**config.mk**
```make
export PLATFORM = sky130hd
export DESIGN_NAME = gl_pixel_writer
export DESIGN_NICKNAME = d
export VERILOG_FILES = /design/src/rtl/gl_pixel_writer_pkg.sv /design/src/rtl/gl_pixel_fifo.sv /design/src/rtl/gl_pixel_writer.sv
export SDC_FILE = /design/constraint.sdc
export NUM_CORES = 1
export LEC_CHECK = 0
export ABC_CLOCK_PERIOD_IN_PS = 12800
export CAP_MARGIN = 20
export CORE_UTILIZATION = 54
export CTS_CLUSTER_SIZE = 28
export DETAILED_ROUTE_END_ITERATION = 10
export PLACE_DENSITY_LB_ADDON = 0.3
export SYNTH_ARGS = -nofsm -noshare
export SYNTH_HDL_FRONTEND = slang
export SYNTH_SLANG_ARGS = --single-unit
```
**constraint.sdc**
```tcl
create_clock -name clk -period 12.8 [get_ports clk]
set_input_delay 1.92 -clock clk [delete_from_list [all_inputs] [get_ports clk]]
set_output_delay 1.92 -clock clk [all_outputs]
set_load 0.01 [all_outputs]
```
**src/rtl/gl_pixel_writer_pkg.sv**
```systemverilog
// ---------------------------------------------------------------------------
// gl_pixel_writer_pkg
// Shared definitions for the rasterizer pixel writer (the "gl_defines" of the
// pixel path): pixel word field offsets, default framebuffer geometry and the
// writer FSM state encoding.
// No ports (package).
// ---------------------------------------------------------------------------
package gl_pixel_writer_pkg;

  // Pixel word layout: {x[31:0], y[31:0], colour[31:0]}
  localparam int PIX_W    = 96;
  localparam int PIX_X_HI = 95;
  localparam int PIX_X_LO = 64;
  localparam int PIX_Y_HI = 63;
  localparam int PIX_Y_LO = 32;
  localparam int PIX_C_HI = 31;
  localparam int PIX_C_LO = 0;

  localparam int DEF_FB_WIDTH  = 640;
  localparam int DEF_FB_HEIGHT = 480;

  typedef enum logic [1:0] {
    ST_RUN      = 2'd0,
    ST_CLR_WAIT = 2'd1,
    ST_CLEAR    = 2'd2
  } wr_state_e;

endpackage

```
**src/rtl/gl_pixel_fifo.sv**
```systemverilog
// ---------------------------------------------------------------------------
// gl_pixel_fifo
// Single-clock FIFO with wrapping pointers and an occupancy count.
// A push while full is dropped; a pop while empty is ignored.
// Ports:
//   clk, reset      clock, synchronous active-low reset
//   push_i, wdata_i write request and data
//   pop_i, rdata_o  read request; rdata_o always shows the head entry
//   full_o, empty_o occupancy flags, derived from the registered count
//   count_o         number of stored entries (0..DEPTH)
// ---------------------------------------------------------------------------
module gl_pixel_fifo #(
  parameter int WIDTH = 96,
  parameter int DEPTH = 8
) (
  input  logic                     clk,
  input  logic                     reset,
  input  logic                     push_i,
  input  logic [WIDTH-1:0]         wdata_i,
  input  logic                     pop_i,
  output logic [WIDTH-1:0]         rdata_o,
  output logic                     full_o,
  output logic                     empty_o,
  output logic [$clog2(DEPTH):0]   count_o
);

  localparam int AW = $clog2(DEPTH);

  logic [WIDTH-1:0] mem_q [DEPTH];
  logic [AW-1:0]    wr_ptr_q;
  logic [AW-1:0]    rd_ptr_q;
  logic [AW:0]      count_q;
  logic             do_push;
  logic             do_pop;

  assign full_o  = (count_q == (AW+1)'(DEPTH));
  assign empty_o = (count_q == '0);
  assign count_o = count_q;
  assign do_push = push_i && !full_o;
  assign do_pop  = pop_i && !empty_o;
  assign rdata_o = mem_q[rd_ptr_q];

  // NOTE: sequential state uses <= so every register samples pre-edge values.
  always_ff @(posedge clk) begin
    if (!reset) begin
      wr_ptr_q <= '0;
      rd_ptr_q <= '0;
      count_q  <= '0;
    end else begin
      // DEPTH is a power of 2, so pointers wrap naturally.
      if (do_push) wr_ptr_q <= wr_ptr_q + 1'b1;
      if (do_pop)  rd_ptr_q <= rd_ptr_q + 1'b1;
      case ({do_push, do_pop})
        2'b10:   count_q <= count_q + 1'b1;
        2'b01:   count_q <= count_q - 1'b1;
        default: count_q <= count_q;
      endcase
    end
  end

  // NOTE: storage is deliberately not reset; count/pointers alone define validity.
  always_ff @(posedge clk) begin
    if (do_push) mem_q[wr_ptr_q] <= wdata_i;
  end

endmodule

```
**src/rtl/gl_pixel_writer.sv**
```systemverilog
// ---------------------------------------------------------------------------
// gl_pixel_writer
// Consumer end of the rasterizer pixel stream. Buffers {x,y,colour} words,
// clips them against the framebuffer, and issues linear-address writes
// (addr = y*FB_WIDTH + x). Also fills the whole framebuffer with a colour on
// clear_req. Pixels arriving during a clear are buffered and written after it.
// Optional build macro: GL_PIXEL_STATS_EN adds stat_written/stat_clipped.
// Ports:
//   clk, reset                  raster clock, synchronous active-low reset
//   wr_data, wr_en, full        pixel input; accepted when wr_en && !full
//   clear_req, clear_color      one-cycle clear request and fill colour
//   busy, clear_done            activity flag, one-cycle clear completion
//   fb_addr, fb_data, fb_we     framebuffer write, held until fb_ready
//   fb_ready                    memory accepts when fb_we && fb_ready
//   stat_written, stat_clipped  (GL_PIXEL_STATS_EN only) saturating counters
// ---------------------------------------------------------------------------
module gl_pixel_writer
  import gl_pixel_writer_pkg::*;
#(
  parameter int FB_WIDTH  = DEF_FB_WIDTH,
  parameter int FB_HEIGHT = DEF_FB_HEIGHT,
  parameter int ADDR_W    = 19,
  parameter int DEPTH     = 8
) (
  input  logic              clk,
  input  logic              reset,
  input  logic [PIX_W-1:0]  wr_data,
  input  logic              wr_en,
  output logic              full,
  input  logic              clear_req,
  input  logic [31:0]       clear_color,
  output logic              busy,
  output logic              clear_done,
  output logic [ADDR_W-1:0] fb_addr,
  output logic [31:0]       fb_data,
  output logic              fb_we,
  input  logic              fb_ready
`ifdef GL_PIXEL_STATS_EN
  ,
  output logic [31:0]       stat_written,
  output logic [31:0]       stat_clipped
`endif
);

  localparam int                CNT_W     = $clog2(DEPTH) + 1;
  localparam logic [ADDR_W-1:0] LAST_ADDR = ADDR_W'(FB_WIDTH * FB_HEIGHT - 1);

  // ---- input FIFO ----------------------------------------------------------
  logic [PIX_W-1:0] head;
  logic [CNT_W-1:0] count;
  logic             fifo_empty;
  logic             pop;

  gl_pixel_fifo #(
    .WIDTH (PIX_W),
    .DEPTH (DEPTH)
  ) u_fifo (
    .clk     (clk),
    .reset   (reset),
    .push_i  (wr_en),
    .wdata_i (wr_data),
    .pop_i   (pop),
    .rdata_o (head),
    .full_o  (full),
    .empty_o (fifo_empty),
    .count_o (count)
  );

  // The head is only consumed once the FIFO has held data across an edge;
  // this models a registered FIFO read and sets the push-to-write latency.
  logic head_ready_q;

  always_ff @(posedge clk) begin
    if (!reset) head_ready_q <= 1'b0;
    else        head_ready_q <= (count != '0);
  end

  // ---- address / clip ------------------------------------------------------
  logic [31:0] px, py, pc, lin;
  logic        clip;

  assign px   = head[PIX_X_HI:PIX_X_LO];
  assign py   = head[PIX_Y_HI:PIX_Y_LO];
  assign pc   = head[PIX_C_HI:PIX_C_LO];
  assign clip = (px >= 32'(FB_WIDTH)) || (py >= 32'(FB_HEIGHT));
  assign lin  = py * 32'(FB_WIDTH) + px;

  // ---- FSM state -----------------------------------------------------------
  wr_state_e         state_q, state_d;
  logic [ADDR_W-1:0] clr_cnt_q, clr_cnt_d;
  logic [31:0]       clr_color_q, clr_color_d;
  logic              done_q, done_d;

  // ---- output register -----------------------------------------------------
  logic              we_q;
  logic [ADDR_W-1:0] addr_q;
  logic [31:0]       data_q;
  logic              out_free;

  assign out_free = !we_q || fb_ready;
  // Clipped pixels are discarded without needing the output stage.
  assign pop = (state_q == ST_RUN) && head_ready_q && !fifo_empty &&
               (clip || out_free);

  always_ff @(posedge clk) begin
    if (!reset) begin
      we_q   <= 1'b0;
      addr_q <= '0;
      data_q <= '0;
    end else if (out_free) begin
      we_q <= pop && !clip;
      if (pop && !clip) begin
        addr_q <= lin[ADDR_W-1:0];
        data_q <= pc;
      end
    end
  end

  always_ff @(posedge clk) begin
    if (!reset) begin
      state_q     <= ST_RUN;
      clr_cnt_q   <= '0;
      clr_color_q <= '0;
      done_q      <= 1'b0;
    end else begin
      state_q     <= state_d;
      clr_cnt_q   <= clr_cnt_d;
      clr_color_q <= clr_color_d;
      done_q      <= done_d;
    end
  end

  // NOTE: every always_comb output gets a default first so no latch is inferred.
  always_comb begin
    state_d     = state_q;
    clr_cnt_d   = clr_cnt_q;
    clr_color_d = clr_color_q;
    done_d      = 1'b0;
    case (state_q)
      ST_RUN: begin
        if (clear_req) begin
          state_d     = ST_CLR_WAIT;
          clr_color_d = clear_color;
        end
      end
      ST_CLR_WAIT: begin
        if (!we_q) begin
          state_d   = ST_CLEAR;
          clr_cnt_d = '0;
        end
      end
      ST_CLEAR: begin
        if (fb_ready) begin
          if (clr_cnt_q == LAST_ADDR) begin
            done_d  = 1'b1;
            state_d = ST_RUN;
          end else begin
            clr_cnt_d = clr_cnt_q + 1'b1;
          end
        end
      end
      default: state_d = ST_RUN;
    endcase
  end

  // The output register is idle throughout CLEAR, so the clear stream is
  // muxed straight onto the memory port.
  assign fb_we      = (state_q == ST_CLEAR) || we_q;
  assign fb_addr    = (state_q == ST_CLEAR) ? clr_cnt_q : addr_q;
  assign fb_data    = (state_q == ST_CLEAR) ? clr_color_q : data_q;
  assign clear_done = done_q;
  assign busy       = !fifo_empty || fb_we || (state_q != ST_RUN);

`ifdef GL_PIXEL_STATS_EN
  logic [31:0] written_q, clipped_q;

  // Zeroed on the edge that raises clear_done; no pixel traffic happens in
  // CLEAR, so nothing is lost at that edge.
  always_ff @(posedge clk) begin
    if (!reset || done_d) begin
      written_q <= '0;
      clipped_q <= '0;
    end else begin
      if (we_q && fb_ready && written_q != '1) written_q <= written_q + 1'b1;
      if (pop && clip && clipped_q != '1)      clipped_q <= clipped_q + 1'b1;
    end
  end

  assign stat_written = written_q;
  assign stat_clipped = clipped_q;
`endif

endmodule

```
==> metrics.txt <==
status=finished, final reports clean; CTS tree=built; first-pass GRT wire length=107000 um; Layout Utilization=64.0%; Via Count=17900; DP Area=36700 um^2; Stages on worst setup path=21; sequential-to-total area share from yosys stat=75.0%; Layout area overhead=16.8%; GP Congestion=0.866; number of I/O pins=188; DRT Wirelength=70400 um; critical-path cell list=buf_4 > buf_4 > mux4_2 > nand2_1 > nand2_1 > ha_1 > ha_1 > inv_1 > fa_1 > nor2b_1 > o21ai_0 > a21boi_0 > o21ai_0 > nor2b_1 > xnor2_1 > ha_1 > or3_1 > o21ai_0 > a21oi_1 > xnor2_1 > o31ai_1; largest net degree at the start of global routing=79; Chip Height=between 200 and 300 um; data arrival time of the worst path=6.60 ns; leading area contributor after synthesis=edfxtp_1; antenna violations before repair=8; switching part of the total=22.2%; critical path's largest stage delay=0.74 ns; post-DP HPWL=41700 um; post-CTS sizing=0; Worst Path Required=~13 ns; Yosys cell types=62; asr flop ratio synth=0%; Synth top area share=68.0%; R2R depth=21; Setup TNS=0 ns; ys flop type=edfxtp_1; Min-Delay Path Depth=2; initial core utilization=54.8%; drt drc=0; DRT Pass-1 Iters=6; Area contributors post-synth=edfxtp_1 68%, mux4_2 8.4%, dfxtp_1 7.1%; Final setup viols=0; Period minus WS final=6.06 ns; share of cells above drive strength 1=between 10% and 20%; combinational share of power=9.3%; Crit Path Class=flop to flop; FF+latch count, synth=888; nets=roughly 2300; gr usage total=22.4%; CTS Buf Count=88; Worst Path Buf+Inv=3; core area=slightly above 60000 um^2; pwr dens=161 nW/um^2; Flop pwr share=51.1%; slew margin rel.=between 20% and 30%; crit-path max FO=39; Hold Path Class=flop to flop; Post-Layout Inst Area=between 30000 and 40000 um^2; Mapped Cells=1951; drt initial violations=1551; CTS sink cnt=888; CTS H-Tree Depth=3; row count=91; Worst Clk Skew=around 0.025 ns; Mean Syn Cell Area=around 17 um^2; switching power=roughly 1.4 mW; clock root cell=clkbuf_16; Post-CTS Setup Repair Bufs=0; Max VDD drop=118 uV; routed len/inst=22.8 um; Clk pwr share=between 30% and 40%; IO buf count=187; top cell family by delay on the critical path=buffers and inverters; syn nets=2121; worst slew pin tran=1.07 ns; fin crit share=47.3%; Fillers=4262; Worst setup SP type=flop; number of synthesized flops with an enable pin=768; crit path max-delay cell type=buf_4; post-cts hold buffer count=0; vias in the first global route=18100; unrepaired setup endpoints after global routing=false; maximum clock frequency=0.165 GHz; DIE AREA=between 60000 and 70000 um^2; Reg clk slew, reported paths=0.06 ns; internal power=4.96 mW; P_leak=between 10 and 15 nW; GRT overflow=0; chip width=253 um; vias per cell=approximately 5.8; max-cap viol count=0; synthesized area=33900 um^2; Hold Fails Final Rpt=0; CTS max path bufs=3; max-slew violations=0; Yosys warnings=0; Setup crit end kind=flop; ANT nets after route=0; clk_lat worst skew=0.64 ns
==> worst register-to-register path: stages (launching register included) <==
cell	delay, ns
dfxtp_4	0.63
buf_4	0.68
buf_4	0.75
mux4_2	0.61
nand2_1	0.09
nand2_1	0.10
ha_1	0.28
ha_1	0.17
inv_1	0.07
fa_1	0.41
nor2b_1	0.13
o21ai_0	0.13
a21boi_0	0.30
o21ai_0	0.14
nor2b_1	0.15
xnor2_1	0.12
ha_1	0.35
or3_1	0.37
o21ai_0	0.10
a21oi_1	0.08
xnor2_1	0.13
o31ai_1	0.17
==> Yosys cell counts (12+ instances only) <==
library cell and instances:
edfxtp_1 768, nand2_1 278, mux4_2 126, dfxtp_1 120, nor2_1 87, a21oi_1 59, nor4_1 55, mux2i_1 54
clkbuf_1 51, a211oi_2 40, ha_1 34, nand3_1 24, xnor2_1 23, inv_1 22, nor3_1 19, or4_1 18
o21ai_0 14, buf_2 13, xor2_1 12
==> power by group through the flow <==
stage | Combinational (mW) | Clock (mW) | Sequential (mW)
floorplan | 0.404 | 0 | 3.32
global placement | 0.575 | 0 | 3.31
detailed placement | 0.592 | 0 | 3.31
CTS | 0.596 | 2.56 | 3.25
global route | 0.652 | 2.67 | 3.26
finish | 0.594 | 2.52 | 3.25
==> area by class of cell <==
class                           count  area, um^2  area share [%]
Tap cell                          837        1050            2.64
Antenna cell                        4        10.0          0.0253
Timing Repair Buffer              218        2140            5.41
Clock buffer                      108        2340            5.90
Clock inverter                     53         522            1.32
Inverter                           24        93.8           0.237
Multi-Input combinational cell    955        8000            20.2
Sequential cell                   888       25500            64.3
==> per-stage QoR <==
stage	hold slack, ns	worst slack (ns)	power (mW)	cells
4_1_cts	0.455	6.64	6.41	3081
6_report	0.454	6.74	6.37	3087
2_1_floorplan	0.432	0.632	3.72	1951
5_1_grt	0.473	6.20	6.58	3086
3_3_place_gp	0.442	6.81	3.88	2920
3_5_place_dp	0.447	6.68	3.91	2920
==> registers in the layout, indices dropped and copies added, names as in the netlist, named ones only <==
| register | count |
|---|---|
| addr_q | 19 |
| clear_done | 1 |
| clr_cnt_q | 19 |
| clr_color_q | 32 |
| data_q | 32 |
| head_ready_q | 1 |
| state_q | 2 |
| u_fifo.count_o | 4 |
| u_fifo.mem_q | 768 |
| u_fifo.rd_ptr_q | 3 |
| u_fifo.wr_ptr_q | 3 |
| we_q | 1 |
==> kinds of logic after synthesis <==
kind of cell | count (synthesis) | synth area share, %
adder cells (fa/ha/maj) | 37 | 1.43
buffers and inverters | 108 | 1.58
XOR/XNOR | 36 | 0.970
multiplexers | 187 | 10.2
flip-flops | 888 | 75.0
AND/OR/NAND/NOR | 555 | 7.60
AO/OA/AOI/OAI | 140 | 3.18
==> cells in the final DEF (no fill, tap or decap), drive strengths merged, types with 6 or more instances in the layout <==
cell	instances
xnor2	23
nand3	24
edfxtp	768
buf	31
dfxtp	120
nor4	56
nand2	278
and3	10
nor3	19
clkdlybuf4s50	187
nor2b	9
or3	8
mux4	126
bufinv	8
mux2	7
and2	7
clkinv	34
inv	28
mux2i	54
o21ai	15
nor2	95
ha	34
xor2	12
a211oi	40
nand4	10
clkbuf	108
a21oi	59
or4	18
clkinvlp	7
nand2b	6
==> routing by layer <==
metal	up-vias	part of all wire [%]	track usage, %
met4	8	2.3	6.20
li1	8036	-	-
met2	556	50	37.0
met5	-	0.078	0
met3	121	6.0	4.19
met1	9216	42	30.8
==> path summary, 6_finish.rpt <==
kind / startpoint / endpoint / slack [ns]
min: clr_color_q[0] / clr_color_q[0] / 0.45
max: flop / addr_q[18] / 6.74
max reg2reg: flop / addr_q[18] / 6.74
min reg2reg: clr_color_q[0] / clr_color_q[0] / 0.45
No activity file was read; power rests on OpenSTA's default activity.
